`src/rtl/iot_sensor_pkg.sv`:
```
// Shared constants and state types for the sensor telemetry link.
// Frame layout: 7E | ID | LEN | TS_H | TS_L | D_H | D_L | CKSUM | 7E.
package iot_sensor_pkg;

    localparam logic [7:0] PKT_FLAG = 8'h7E;
    localparam logic [7:0] PKT_LEN  = 8'd9;

    localparam logic [1:0] SENSOR_TEMP   = 2'd0;
    localparam logic [1:0] SENSOR_HUM    = 2'd1;
    localparam logic [1:0] SENSOR_MOTION = 2'd2;

    typedef enum logic [3:0] {
        PS_HUNT, PS_ID, PS_LEN, PS_TSH, PS_TSL, PS_DH, PS_DL, PS_CK, PS_END
    } pkt_rx_state_t;

    typedef enum logic [1:0] {
        RX_IDLE, RX_START, RX_DATA, RX_STOP
    } uart_rx_state_t;

endpackage

```
`src/rtl/iot_uart_rx.sv`:
```
// 8N1 UART byte receiver: 2-flop synchronizer, centre sampling, one-cycle
// byte strobe on a good stop bit and frame_err pulse on a low stop bit.
module iot_uart_rx
    import iot_sensor_pkg::*;
#(
    parameter int CLK_FREQ_HZ = 100_000_000,
    parameter int BAUD_RATE   = 115200
) (
    input  logic       clk,
    input  logic       rst_n,
    input  logic       rx_serial,
    output logic [7:0] rx_byte,
    output logic       rx_strobe,
    output logic       frame_err
);

    localparam int CPB   = CLK_FREQ_HZ / BAUD_RATE;
    localparam int CNT_W = $clog2(CPB + 1);
    localparam logic [CNT_W-1:0] HALF_M1 = CNT_W'(CPB / 2 - 1);
    localparam logic [CNT_W-1:0] FULL_M1 = CNT_W'(CPB - 1);

    logic sync1, sync2, rx_prev;
    uart_rx_state_t state_q, state_d;
    logic [CNT_W-1:0] cnt_q, cnt_d;
    logic [2:0] bit_q, bit_d;
    logic [7:0] shift_q, shift_d;
    logic strobe_d, ferr_d;

    always_ff @(posedge clk) begin
        if (!rst_n) begin
            sync1     <= 1'b1;
            sync2     <= 1'b1;
            rx_prev   <= 1'b1;
            state_q   <= RX_IDLE;
            cnt_q     <= '0;
            bit_q     <= '0;
            shift_q   <= '0;
            rx_strobe <= 1'b0;
            frame_err <= 1'b0;
        end else begin
            sync1     <= rx_serial;
            sync2     <= sync1;
            rx_prev   <= sync2;
            state_q   <= state_d;
            cnt_q     <= cnt_d;
            bit_q     <= bit_d;
            shift_q   <= shift_d;
            rx_strobe <= strobe_d;
            frame_err <= ferr_d;
        end
    end

    always_comb begin
        state_d  = state_q;
        cnt_d    = cnt_q + 1'b1;
        bit_d    = bit_q;
        shift_d  = shift_q;
        strobe_d = 1'b0;
        ferr_d   = 1'b0;
        case (state_q)
            RX_IDLE: begin
                cnt_d = '0;
                if (rx_prev && !sync2) state_d = RX_START;
            end
            RX_START: if (cnt_q == HALF_M1) begin
                // Line back high at mid start bit means it was a glitch
                cnt_d   = '0;
                bit_d   = '0;
                state_d = sync2 ? RX_IDLE : RX_DATA;
            end
            RX_DATA: if (cnt_q == FULL_M1) begin
                cnt_d   = '0;
                shift_d = {sync2, shift_q[7:1]};
                bit_d   = bit_q + 1'b1;
                if (bit_q == 3'd7) state_d = RX_STOP;
            end
            RX_STOP: if (cnt_q == FULL_M1) begin
                state_d  = RX_IDLE;
                strobe_d = sync2;
                ferr_d   = !sync2;
            end
            default: state_d = RX_IDLE;
        endcase
    end

    assign rx_byte = shift_q;

endmodule

```
`src/rtl/iot_packet_receiver.sv`:
```
// Telemetry frame decoder: parses 9-byte frames from the UART receiver,
// verifies length/checksum/end flag and presents packets on valid/ready.
module iot_packet_receiver
    import iot_sensor_pkg::*;
#(
    parameter int CLK_FREQ_HZ  = 100_000_000,
    parameter int BAUD_RATE    = 115200,
    parameter int TIMEOUT_BITS = 32
) (
    input  logic        clk,
    input  logic        rst_n,
    input  logic        rx_serial,
    output logic        pkt_valid,
    input  logic        pkt_ready,
    output logic [1:0]  sensor_id,
    output logic [15:0] timestamp,
    output logic [15:0] sensor_data,
    output logic [7:0]  pkt_count,
    output logic [7:0]  err_count,
    output logic        cksum_err,
    output logic        len_err,
    output logic        sync_err,
    output logic        frame_err,
    output logic        overrun
);

    localparam logic [31:0] TMO_M1 =
        32'(TIMEOUT_BITS * (CLK_FREQ_HZ / BAUD_RATE) - 1);

    logic [7:0] rx_byte;
    logic       rx_strobe, rx_ferr;

    iot_uart_rx #(.CLK_FREQ_HZ(CLK_FREQ_HZ), .BAUD_RATE(BAUD_RATE)) u_uart_rx (
        .clk       (clk),
        .rst_n     (rst_n),
        .rx_serial (rx_serial),
        .rx_byte   (rx_byte),
        .rx_strobe (rx_strobe),
        .frame_err (rx_ferr)
    );

    pkt_rx_state_t pstate_q, pstate_d;
    logic [1:0]  id_q;
    logic [15:0] ts_q, data_q;
    logic [7:0]  csum_q;
    logic        ck_fail_q;
    logic [31:0] tmo_cnt;
    logic        tmo_hit, in_frame;
    logic        ck_e, len_e, sync_e, commit, ovr_e, accept, err_any;

    assign in_frame = (pstate_q != PS_HUNT) && (pstate_q != PS_ID);
    assign tmo_hit  = in_frame && (tmo_cnt == TMO_M1);
    assign accept   = pkt_valid && pkt_ready;
    assign ovr_e    = commit && pkt_valid && !pkt_ready;
    assign err_any  = ck_e | len_e | sync_e | rx_ferr | ovr_e;

    always_comb begin
        pstate_d = pstate_q;
        ck_e     = 1'b0;
        len_e    = 1'b0;
        sync_e   = 1'b0;
        commit   = 1'b0;
        if (rx_ferr && pstate_q != PS_HUNT) begin
            pstate_d = PS_HUNT;
        end else if (tmo_hit) begin
            sync_e   = 1'b1;
            pstate_d = PS_HUNT;
        end else if (rx_strobe) begin
            case (pstate_q)
                PS_HUNT: if (rx_byte == PKT_FLAG) pstate_d = PS_ID;
                PS_ID:   if (rx_byte != PKT_FLAG) pstate_d = PS_LEN;
                PS_LEN: begin
                    len_e    = (rx_byte != PKT_LEN);
                    pstate_d = len_e ? PS_HUNT : PS_TSH;
                end
                PS_TSH:  pstate_d = PS_TSL;
                PS_TSL:  pstate_d = PS_DH;
                PS_DH:   pstate_d = PS_DL;
                PS_DL:   pstate_d = PS_CK;
                PS_CK:   pstate_d = PS_END;
                PS_END: begin
                    pstate_d = PS_HUNT;
                    if (rx_byte != PKT_FLAG) sync_e = 1'b1;
                    else if (ck_fail_q)      ck_e   = 1'b1;
                    else                     commit = 1'b1;
                end
                default: pstate_d = PS_HUNT;
            endcase
        end
    end

    always_ff @(posedge clk) begin
        if (!rst_n) begin
            pstate_q    <= PS_HUNT;
            id_q        <= '0;
            ts_q        <= '0;
            data_q      <= '0;
            csum_q      <= '0;
            ck_fail_q   <= 1'b0;
            tmo_cnt     <= '0;
            pkt_valid   <= 1'b0;
            sensor_id   <= '0;
            timestamp   <= '0;
            sensor_data <= '0;
            pkt_count   <= '0;
            err_count   <= '0;
            cksum_err   <= 1'b0;
            len_err     <= 1'b0;
            sync_err    <= 1'b0;
            frame_err   <= 1'b0;
            overrun     <= 1'b0;
        end else begin
            pstate_q  <= pstate_d;
            cksum_err <= ck_e;
            len_err   <= len_e;
            sync_err  <= sync_e;
            frame_err <= rx_ferr;
            overrun   <= ovr_e;

            tmo_cnt <= (rx_strobe || !in_frame) ? '0 : tmo_cnt + 1'b1;

            if (rx_strobe) begin
                case (pstate_q)
                    PS_ID: begin
                        id_q   <= rx_byte[1:0];
                        csum_q <= rx_byte;
                    end
                    PS_LEN: csum_q <= csum_q ^ rx_byte;
                    PS_TSH: begin ts_q[15:8]   <= rx_byte; csum_q <= csum_q ^ rx_byte; end
                    PS_TSL: begin ts_q[7:0]    <= rx_byte; csum_q <= csum_q ^ rx_byte; end
                    PS_DH:  begin data_q[15:8] <= rx_byte; csum_q <= csum_q ^ rx_byte; end
                    PS_DL:  begin data_q[7:0]  <= rx_byte; csum_q <= csum_q ^ rx_byte; end
                    PS_CK:  ck_fail_q <= (rx_byte != csum_q);
                    default: ;
                endcase
            end

            // A new packet may replace one that is being accepted this cycle
            if (commit && (!pkt_valid || pkt_ready)) begin
                pkt_valid   <= 1'b1;
                sensor_id   <= id_q;
                timestamp   <= ts_q;
                sensor_data <= data_q;
            end else if (accept) begin
                pkt_valid <= 1'b0;
            end

            if (accept) pkt_count <= pkt_count + 1'b1;
            if (err_any && err_count != 8'hFF) err_count <= err_count + 1'b1;
        end
    end

endmodule
```
`config.mk`:
```
export PLATFORM = sky130hd
export DESIGN_NAME = iot_packet_receiver
export DESIGN_NICKNAME = d
export VERILOG_FILES = /design/src/rtl/iot_sensor_pkg.sv /design/src/rtl/iot_uart_rx.sv /design/src/rtl/iot_packet_receiver.sv
export SDC_FILE = /design/constraint.sdc
export NUM_CORES = 1
export LEC_CHECK = 0
export BUFFER_PORTS_ARGS = -buffer_cell sky130_fd_sc_hd__buf_2
export CAP_MARGIN = 20
export CORE_ASPECT_RATIO = 0.5
export CORE_MARGIN = 8
export CORE_UTILIZATION = 45
export CTS_BUF_LIST = sky130_fd_sc_hd__clkbuf_4 sky130_fd_sc_hd__clkbuf_8
export DETAILED_ROUTE_END_ITERATION = 10
export SLEW_MARGIN = 5
export SYNTH_ARGS = -nofsm -noshare
export SYNTH_HDL_FRONTEND = slang
export SYNTH_SLANG_ARGS = --single-unit
```
`constraint.sdc`:
```
create_clock -name clk -period 2.2 [get_ports clk]
set_clock_uncertainty 0.15 [all_clocks]
set_input_delay 0.33 -clock clk [delete_from_list [all_inputs] [get_ports clk]]
set_output_delay 0.33 -clock clk [all_outputs]
set_load 0.1 [all_outputs]
```
==> impl_results.md, run 1 <==
* Crit end category: flip-flop
* VDD IR-drop max at 0.381 mV
* Worst skew pair latency at 0.45 ns
* DP HPWL at 11000 um
* Startpoint Class: flip-flop
* Cell Chain, Critical Path: nand4_1, or3_4, or4_1, buf_12, o21ai_1, a21oi_1
* Grt ovf at 0
* Die Area at 20500 um2
* CP arrival at 2.28 ns
* MaxCap Viol Count at 0
* Status: complete, no violations
* Die H at 105 um
* Critical-path top delay cell: or4_1
* Slew headroom at 0.638
* Setup violators final at 0
* TritonCTS clock tree: built
* Filler cells at 1484
* Most frequent cells in the layout: dfxtp_1 (158), nor2_1 (109), a21oi_1 (64), nand3_1 (59), buf_2 (59)
* Synth Cell Area at 7180 um2
* Largest net degree at the start of global routing at 51
* # diodes at 0
* Post-synthesis register bit count at 163
* Yosys top cell area share at 0.455
* Vias at 5917
* Post-route minimum period at 2.11 ns
* Placer Congestion at 0.808
* Final Slew Violations at 0
* Post-route clock period utilization at 0.961
* Clock Pin Slew Worst Setup and Hold Paths at 0.09 ns
* Initial antenna violation count at 0
* DRT antenna net count at 0
* Setup Total Neg Slack at 0 ns
* Multi-input gate area at 3620 um2
* Port bufs at 59
* DR WL/cell at 14.9 um
* Final instance area at 8370 um2
* Worst-Margin Slew at 0.543 ns
* Routed WL at 16500 um
* CTS Buf Count at 17
* Yosys top cell by area: dfxtp_1
* # DRC at 0
* Seq/Total Area, Yosys at 0.455
* First-pass GRT wire length at 28500 um
* Detailed Route Iter0 Violations at 258
* CP max stage delay at 0.47 ns
* Placed cell area at 7960 um2
* Area Overhead vs Synth at 16.6%
* FF+latch area at 3270 um2
* Vias per cell at 5.33
* Synth cell types at 62
* Critical path class: reg2reg
* I/O pin count at 60
* Worst-case clock buffer depth at 2
* Layout cell share with drive strength beyond 1 at 0.201
* Synth Warn # at 0
* Post-layout nets at 910
* Max Fclk at 473 MHz
* Final hold violation count at 0
* Core area at 15500 um2
* HP Class: in2reg
* Clock sinks at 163
* WP data required at 2.37 ns
* Synth top area cells: dfxtp_1 (45%), mux2i_1 (7.1%), nor2_1 (5.7%)
* Pleak at 3.14 nW
* CP max FO at 34
* Die X at 195 um
* 1st-pass router iterations at 4
* Vias in the first global route at 5837
* Mean post-synth cell area at 8.91 um2
* Synth Instances at 806
* RSZ-0062 raised after global routing: false
* Initial Utilization at 0.463
* Clock root buffer: clkbuf_8
* Mapped Nets at 822
* Total GRT Usage at 0.164
* Std cell rows at 32
* Ys async rst share at 0
* Dominant synthesized flop cell: dfxtp_1
* Most common cell after layout, fill and taps aside: dfxtp_1
* Post-synth EDFFs at 0
* Number of H-tree levels at 4
* Pwr dens at 615 nW/um2
## layer usage
layer  vias up  routed length (um)  part of all wire  track usage
met5         -                   0                 0            0
li1       3012                   -                 -            -
met4         0                 126            0.0076       0.0439
met1      2831                8040              0.49        0.205
met3         9                 608             0.037       0.0362
met2        65                7750              0.47        0.282
## cell type report
class | count | area share
inverters | 17 | 0.00762
well taps | 204 | 0.0305
clock buffers | 18 | 0.0296
repair buffers | 119 | 0.0957
clock inverters | 14 | 0.0140
multi-input cells | 576 | 0.432
flip-flops and latches | 163 | 0.391
## per-stage QoR
stage | util | worst slack, ns | hold WS (ns) | total power [mW] | instances
finish | 0.540 | 0.0867 | 0.0386 | 5.15 | 1111
global route | 0.540 | 0.000390 | 0.0287 | 5.37 | 1111
CTS | 0.539 | 0.0130 | 0.00647 | 5.22 | 1110
detailed placement | 0.514 | 0.0202 | 0.251 | 3.15 | 1076
global placement | 0.514 | 0.0345 | 0.239 | 3.15 | 1076
floorplan | - | 0.0166 | 0.236 | 3.11 | 806
## cells in the mapped netlist (all sizes together), types with 5 or more instances
cell / number
dfxtp: 163
nor2: 111
a21oi: 65
nand3: 60
mux2i: 51
o21ai: 47
nand2: 41
clkbuf: 27
xor2: 25
buf: 23
xnor2: 21
nand4: 20
inv: 17
nand2b: 16
nor4: 14
and3: 12
ha: 12
nor3: 10
o211ai: 8
and4: 7
or3: 7
or4: 5
## flip-flops by register name, indices dropped and copies added (netlist names), 2 cells and up, named ones only
signal / flops
sensor_data: 16
timestamp: 16
err_count: 8
tmo_cnt: 32
id_q: 2
sensor_id: 2
pkt_count: 8
u_uart_rx.bit_q: 3
ts_q: 16
pstate_q: 4
data_q: 16
u_uart_rx.cnt_q: 10
csum_q: 8
u_uart_rx.rx_byte: 8
## final timing paths
| path | slack, ns | to | startpoint | cells past startpoint |
|---|---|---|---|---|
| min | 0.04 | pkt_count[1] | pkt_ready | 3 |
| max | 0.09 | sensor_data[8] | u_uart_rx.rx_byte[2] | 6 |
| max reg2reg | 0.09 | sensor_data[8] | u_uart_rx.rx_byte[2] | 6 |
| min reg2reg | 0.28 | u_uart_rx.sync2 | u_uart_rx.sync1 | 1 |
## power breakdown
group | total, mW | switching [mW] | internal (mW)
Combinational | 0.116 | 0.0749 | 0.0416
Clock | 2.07 | 1.22 | 0.842
Sequential | 2.97 | 0.00958 | 2.96
## timing repair
action | CTS | global route
resized for setup | 0 | 5
setup buffers | 0 | 1
endpoints found under the setup margin | 0 | 55
hold buffers | 2 | 0
endpoints found under the hold margin | 2 | 0
## critical path, delay by kind of cell, from the launching register on
family	cells	cell delay, ns
and+or+nand+nor	3	1.06
AOI/OAI and AO/OA	2	0.21
buffers and inverters	1	0.20
DFF	1	0.34
## cells by family (layout without fill, tap and decap cells)
family,Yosys count,in the layout,synth area share
adder cells (fa/ha/maj),12,12,0.0209
flip-flops,163,163,0.455
buffers and inverters,67,168,0.0443
AND/OR/NAND/NOR,323,323,0.236
XOR/XNOR,46,46,0.0561
AO/OA/AOI/OAI,144,144,0.117
multiplexers,51,51,0.0711
(Power assumes the default switching activity.)
==> run 2, diff against run 1 <==
==> constraint.sdc (replaced) <==
create_clock -name clk -period 2.54 [get_ports clk]
set_clock_uncertainty 0.15 [all_clocks]
set_input_delay 0.381 -clock clk [delete_from_list [all_inputs] [get_ports clk]]
set_output_delay 0.381 -clock clk [all_outputs]
set_load 0.1 [all_outputs]
==> run 2 against run 1 <==
  * Non-clock buffer count decreased by 32
  * Via count decreased by 2.3%
  * Routed wire length down 2.1%
  * Combinational power decreased by 20%
  * Power decreased by 9.0%
  * Critical path depth unchanged
  * Register-to-register slack improved by 0.11 ns
  * Sequential power decreased by 13%
  * Sequential share of layout area up 0.93 points
  * Sequential cell count stayed put
  * Clock power decreased by 2%
==> impl_results.md, run 2 (synthesis gave the netlist of run 1 again) <==
* Pleak at 3.00 nW (was 3.14 nW)
* Die X at 195 um (unchanged)
* TritonCTS clock tree: built (unchanged)
* Area Overhead vs Synth at 13.7% (was 16.6%)
* Crit end category: flip-flop (unchanged)
* Clock Pin Slew Worst Setup and Hold Paths at 0.10 ns (was 0.09 ns)
* # DRC at 0 (unchanged)
* CP max FO at 18 (was 34)
* Final hold violation count at 0 (unchanged)
* Total GRT Usage at 0.157 (was 0.164)
* Clock root buffer: clkbuf_8 (unchanged)
* VDD IR-drop max at 0.279 mV (was 0.381 mV)
* Biggest register: tmo_cnt (unchanged)
* I/O pin count at 60 (unchanged)
* Place WS at 0.285 ns (was 0.0202 ns)
* DP HPWL at 10800 um (was 11000 um)
* Sw power at 1.17 mW (was 1.31 mW)
* 1st-pass router iterations at 5 (was 4)
* DR WL/cell at 15.0 um (was 14.9 um)
* Vias per cell at 5.35 (was 5.33)
* CP arrival at 2.52 ns (was 2.28 ns)
* Initial Utilization at 0.463 (unchanged)
* Clock sinks at 163 (unchanged)
* Number of H-tree levels at 4 (unchanged)
* Critical path class: reg2reg (unchanged)
* CTS Buf Count at 17 (unchanged)
* Placer Congestion at 0.762 (was 0.808)
* Pwr dens at 574 nW/um2 (was 615 nW/um2)
* HP Class: in2reg (unchanged)
* Final Slew Violations at 0 (unchanged)
* Filler cells at 1440 (was 1484)
* Port bufs at 59 (unchanged)
* Startpoint Class: flip-flop (unchanged)
* RSZ-0062 raised after global routing: false (unchanged)
* Routed WL at 16200 um (was 16500 um)
* Post-layout nets at 878 (was 910)
* Pint at 3.52 mW (was 3.84 mW)
* Post-route clock period utilization at 0.922 (was 0.961)
* Std cell rows at 32 (unchanged)
* Switching share of power at 0.249 (was 0.254)
* Worst-Margin Slew at 0.656 ns (was 0.543 ns)
* Vias in the first global route at 5491 (was 5837)
* Worst skew pair latency at 0.45 ns (about the same)
* Slew headroom at 0.563 (was 0.638)
* Most common cell after layout, fill and taps aside: dfxtp_1 (unchanged)
* Layout cell share with drive strength beyond 1 at 0.163 (was 0.201)
* Core area at 15500 um2 (unchanged)
* Max Fclk at 427 MHz (was 473 MHz)
* Most frequent cells in the layout: dfxtp_1 (163), nor2_1 (109), a21oi_1 (64), nand3_1 (59), buf_2 (59) (was dfxtp_1 (158), nor2_1 (109), a21oi_1 (64), nand3_1 (59), buf_2 (59))
* Final WS setup at 0.198 ns (was 0.0867 ns)
* Final core utilization at 0.527 (was 0.540)
* Grt ovf at 0 (unchanged)
* Number of flip-flops in the largest register at 32 (unchanged)
* Portion of total power attributed to the clock network at 0.432 (was 0.401)
* Setup violators final at 0 (unchanged)
* Setup Total Neg Slack at 0 ns (unchanged)
* Die Area at 20500 um2 (unchanged)
* Initial antenna violation count at 1 (was 0)
* Worst-case clock buffer depth at 2 (unchanged)
* Vias at 5779 (was 5917)
* Die H at 105 um (unchanged)
* Post-route minimum period at 2.34 ns (was 2.11 ns)
* First-pass GRT wire length at 27400 um (was 28500 um)
* Cell Chain, Critical Path: nor4_1, nand4_1, or3_1, buf_4, nand3_1, a21oi_1 (was nand4_1, or3_4, or4_1, buf_12, o21ai_1, a21oi_1)
* WP data required at 2.72 ns (was 2.37 ns)
* Largest net degree at the start of global routing at 86 (was 51)
* Status: complete, no violations (unchanged)
* Combinational power share at 0.020 (was 0.023)
* CP max stage delay at 0.61 ns (was 0.47 ns)
* DRT antenna net count at 0 (unchanged)
* Critical-path top delay cell: or3_1 (was or4_1)
* MaxCap Viol Count at 0 (unchanged)
* Detailed Route Iter0 Violations at 351 (was 258)
* Proportion of power drawn by flip-flops and latches at 0.549 (was 0.576)
* Resize count post-CTS at 0 (unchanged)
run 2: cell types whose count changed in the layout (fill, tap and decap cells not counted), sizes merged:
cell and change:
buf -31, bufinv +2, clkinvlp -2, clkbuf -1, clkinv +1, diode +1, dlygate4sd3 -1
run 2: power groups by stage:
stage          Sequential, mW  Clock [mW]  Combinational (mW)
2_1_floorplan            2.63           0              0.0695
3_3_place_gp             2.63           0              0.0899
3_5_place_dp             2.63           0              0.0925
4_1_cts                  2.57        2.08              0.0935
5_1_grt                  2.57        2.18               0.101
6_report                 2.57        2.02              0.0930
run 2: cell type report:
type / count / area [um2] / share of cell area
antenna: 1 / 2.50 / 0.000307
clock buffer: 17 / 234 / 0.0287
clock inverter: 15 / 195 / 0.0239
inverter: 17 / 63.8 / 0.00782
multi-input combinational: 576 / 3600 / 0.441
sequential: 163 / 3260 / 0.400
tap: 204 / 255 / 0.0313
timing repair buffer: 87 / 546 / 0.0668
run 2: per-stage QoR:
stage	hold WS, ns	power [mW]	std cells	cell area [um2]
after floorplan	0.236	2.70	806	7180
after global placement	0.238	2.72	1046	7720
after detailed placement	0.247	2.72	1046	7720
after CTS	0.0644	4.74	1079	8160
after global routing	0.0903	4.85	1079	8160
final	0.0897	4.68	1080	8160
run 2: worst paths after layout:
check                  startpoint  cells after the start         endpoint  slack (ns)
setup / recovery      tmo_cnt[19]                      6   sensor_data[6]        0.20
hold / removal          pkt_ready                      3     pkt_count[1]        0.09
setup reg to reg      tmo_cnt[19]                      6   sensor_data[6]        0.20
hold reg to reg   u_uart_rx.sync1                      1  u_uart_rx.sync2        0.27
run 2: repair_timing:
| item | in CTS | in global routing |
|---|---|---|
| endpoints found under the hold margin | 1 | 0 |
| hold buffers | 1 | 0 |
| setup buffers | 0 | 0 |
run 2: routing by layer:
metal / vias to the layer above / GRT usage / share of wire
met4: 0 / 0.0423 / 0.0080
li1: 2948 / - / -
met5: - / 0 / 0
met2: 84 / 0.257 / 0.46
met1: 2735 / 0.205 / 0.50
met3: 12 / 0.0397 / 0.040
run 2: critical path, delay by kind of cell (launching register included):
family                 cells  cell delay, ns
DFF                        1            0.36
AOI/OAI and AO/OA          1            0.07
and+or+nand+nor            4            1.34
buffers and inverters      1            0.30
==> run 3, diff against run 2 <==
--- a/config.mk
+++ b/config.mk
@@ -7,10 +7,11 @@
 export LEC_CHECK = 0
 export BUFFER_PORTS_ARGS = -buffer_cell sky130_fd_sc_hd__buf_2
 export CAP_MARGIN = 20
-export CORE_ASPECT_RATIO = 0.5
+export CORE_ASPECT_RATIO = 0.8
 export CORE_MARGIN = 8
 export CORE_UTILIZATION = 45
 export CTS_BUF_LIST = sky130_fd_sc_hd__clkbuf_4 sky130_fd_sc_hd__clkbuf_8
+export CTS_CLUSTER_SIZE = 20
 export DETAILED_ROUTE_END_ITERATION = 10
 export SLEW_MARGIN = 5
 export SYNTH_ARGS = -nofsm -noshare
==> run 3 against run 2 <==
  * Maximum frequency rose by 0.78%
  * Non-clock buffer count rose by 1
  * Via count rose by 0.69%
  * Power fell by 4.0%
  * Critical path depth did not move
  * Routed wire length fell by 1.3%
  * Worst setup slack improved by 0.018 ns
  * Cell count rose by 1.0%
  * Final area fell by 0.60%
==> impl_results.md, run 3 (synthesis gave the netlist of run 1 again) <==
* Status: complete, no violations (unchanged)
* Worst skew pair latency at 0.46 ns (was 0.45 ns)
* Routed WL at 16000 um (was 16200 um)
* Post-route minimum period at 2.32 ns (was 2.34 ns)
* Critical-path top delay cell: or3_1 (unchanged)
* FF+latch area at 3260 um2 (unchanged)
* Clock Pin Slew Worst Setup and Hold Paths at 0.08 ns (was 0.10 ns)
* RSZ-0062 raised after global routing: false (unchanged)
* Initial antenna violation count at 0 (was 1)
* Biggest register: tmo_cnt (unchanged)
* Place WS at 0.235 ns (was 0.285 ns)
* 1st-pass router iterations at 5 (unchanged)
* Largest net degree at the start of global routing at 58 (was 86)
* Filler cells at 1529 (was 1440)
* Post-route clock period utilization at 0.915 (was 0.922)
* Die H at 129 um (was 105 um)
* Die Area at 20300 um2 (was 20500 um2)
* Setup Total Neg Slack at 0 ns (unchanged)
* I/O pin count at 60 (unchanged)
* Placer Congestion at 0.781 (was 0.762)
* Startpoint Class: flip-flop (unchanged)
* Final WS setup at 0.216 ns (was 0.198 ns)
* Worst-Margin Slew at 0.645 ns (was 0.656 ns)
* Vias in the first global route at 5733 (was 5491)
* Area Overhead vs Synth at 13.0% (was 13.7%)
* Slew headroom at 0.570 (was 0.563)
* Detailed Route Iter0 Violations at 357 (was 351)
* Register-to-register path setup slack at 0.22 ns (was 0.20 ns)
* Pleak at 2.99 nW (was 3.00 nW)
* Grt ovf at 0 (unchanged)
* Crit end category: flip-flop (unchanged)
* Number of H-tree levels at 4 (unchanged)
* Setup violators final at 0 (unchanged)
* Final Power at 4.49 mW (was 4.68 mW)
* Vias per cell at 5.33 (was 5.35)
* Std cell rows at 41 (was 32)
* DRT antenna net count at 0 (unchanged)
* R2R depth at 6 (unchanged)
* Initial Utilization at 0.457 (was 0.463)
* TritonCTS clock tree: built (unchanged)
* Worst-case clock buffer depth at 2 (unchanged)
* Die X at 157 um (was 195 um)
* Most common cell after layout, fill and taps aside: dfxtp_1 (unchanged)
* Multi-input gate area at 3600 um2 (unchanged)
* Reg-to-reg startpoint: tmo_cnt[26] (was tmo_cnt[19])
* DR WL/cell at 14.6 um (was 15.0 um)
* Clock root buffer: clkbuf_8 (unchanged)
* Max Fclk at 430 MHz (was 427 MHz)
* Cell Chain, Critical Path: nor4_1, nand4_1, or3_1, buf_4, nand3_1, nor2_1 (was nor4_1, nand4_1, or3_1, buf_4, nand3_1, a21oi_1)
* VDD IR-drop max at 0.306 mV (was 0.279 mV)
* Final Slew Violations at 0 (unchanged)
* Clock sinks at 163 (unchanged)
* CP Capture Point: pstate_q[0] (was sensor_data[6])
* Critical path class: reg2reg (unchanged)
* Final hold violation count at 0 (unchanged)
* CTS Buf Count at 17 (unchanged)
* Post-layout nets at 879 (was 878)
* # diodes at 0 (was 1)
* WP data required at 2.74 ns (was 2.72 ns)
* Layout cell share with drive strength beyond 1 at 0.164 (was 0.163)
* CP max stage delay at 0.59 ns (was 0.61 ns)
* Core area at 15700 um2 (was 15500 um2)
* # DRC at 0 (unchanged)
* Setup Buffers After CTS at 0 (unchanged)
* Pwr dens at 554 nW/um2 (was 574 nW/um2)
* Worst Setup SP: tmo_cnt[26] (was tmo_cnt[19])
* DP HPWL at 11000 um (was 10800 um)
* First-pass GRT wire length at 27000 um (was 27400 um)
* CP max FO at 17 (was 18)
* Most frequent cells in the layout: dfxtp_1 (163), nor2_1 (109), a21oi_1 (64), nand3_1 (59), buf_2 (59) (unchanged)
* Port bufs at 59 (unchanged)
* Total GRT Usage at 0.164 (was 0.157)
* Vias at 5819 (was 5779)
* R2r endpoint: pstate_q[0] (was sensor_data[6])
* CP arrival at 2.53 ns (was 2.52 ns)
* MaxCap Viol Count at 0 (unchanged)
* HP Class: in2reg (unchanged)
* Number of flip-flops in the largest register at 32 (unchanged)
run 3: cell types whose count changed in the layout (fill, tap and decap cells not counted), sizes merged:
cell      delta
clkinv       +3
clkbuf       +5
clkinvlp     -1
diode        -1
inv          -7
buf          +1
run 3: area by class of cell:
cell class,count,area share
multi-input combinational,576,0.444
sequential,163,0.402
timing repair buffer,88,0.0651
clock buffer,22,0.0342
tap,215,0.0332
clock inverter,10,0.0134
inverter,17,0.00787
run 3: how the worst min path moves through the flow:
stage / end / cells past startpoint / from
global placement: u_uart_rx.sync2 / 1 / u_uart_rx.sync1
finish: pkt_count[1] / 3 / pkt_ready
detailed placement: u_uart_rx.sync2 / 1 / u_uart_rx.sync1
floorplan: u_uart_rx.sync2 / 1 / u_uart_rx.sync1
global route: pkt_count[1] / 3 / pkt_ready
CTS: pkt_count[1] / 3 / pkt_ready
run 3: per-layer routing:
layer	track usage	vias to the layer above	wire length, um
met5	0	-	0
met4	0.0581	0	255
met3	0.0516	19	770
met2	0.261	89	7290
met1	0.207	2766	7640
li1	-	2945	-
run 3: what timing repair did:
item                       4_1_cts  5_1_grt
setup endpoints to repair        0        0
hold buffers                     1        0
hold endpoints to repair         1        0
resized for setup                0        0
run 3: where the power goes:
group / internal (mW) / switching [mW] / total (mW)
sequential: 2.56 / 0.00866 / 2.57
combinational: 0.0279 / 0.0622 / 0.0901
clock: 0.934 / 0.901 / 1.83
total: 3.52 / 0.972 / 4.49
run 3: stage by stage:
step                hold WS, ns  utilization  cell area (um2)  instances
floorplan                 0.236            -             7180        806
CTS                      0.0529        0.517             8110       1091
detailed placement        0.255        0.492             7720       1058
global placement          0.239        0.492             7720       1058
finish                   0.0872        0.517             8110       1091
global route             0.0847        0.517             8110       1091
run 3: critical path, delay by kind of cell, from the launching register on:
family / cells / cell delay (ns)
simple gates: 5 / 1.44
flops: 1 / 0.34
buf+inv: 1 / 0.29
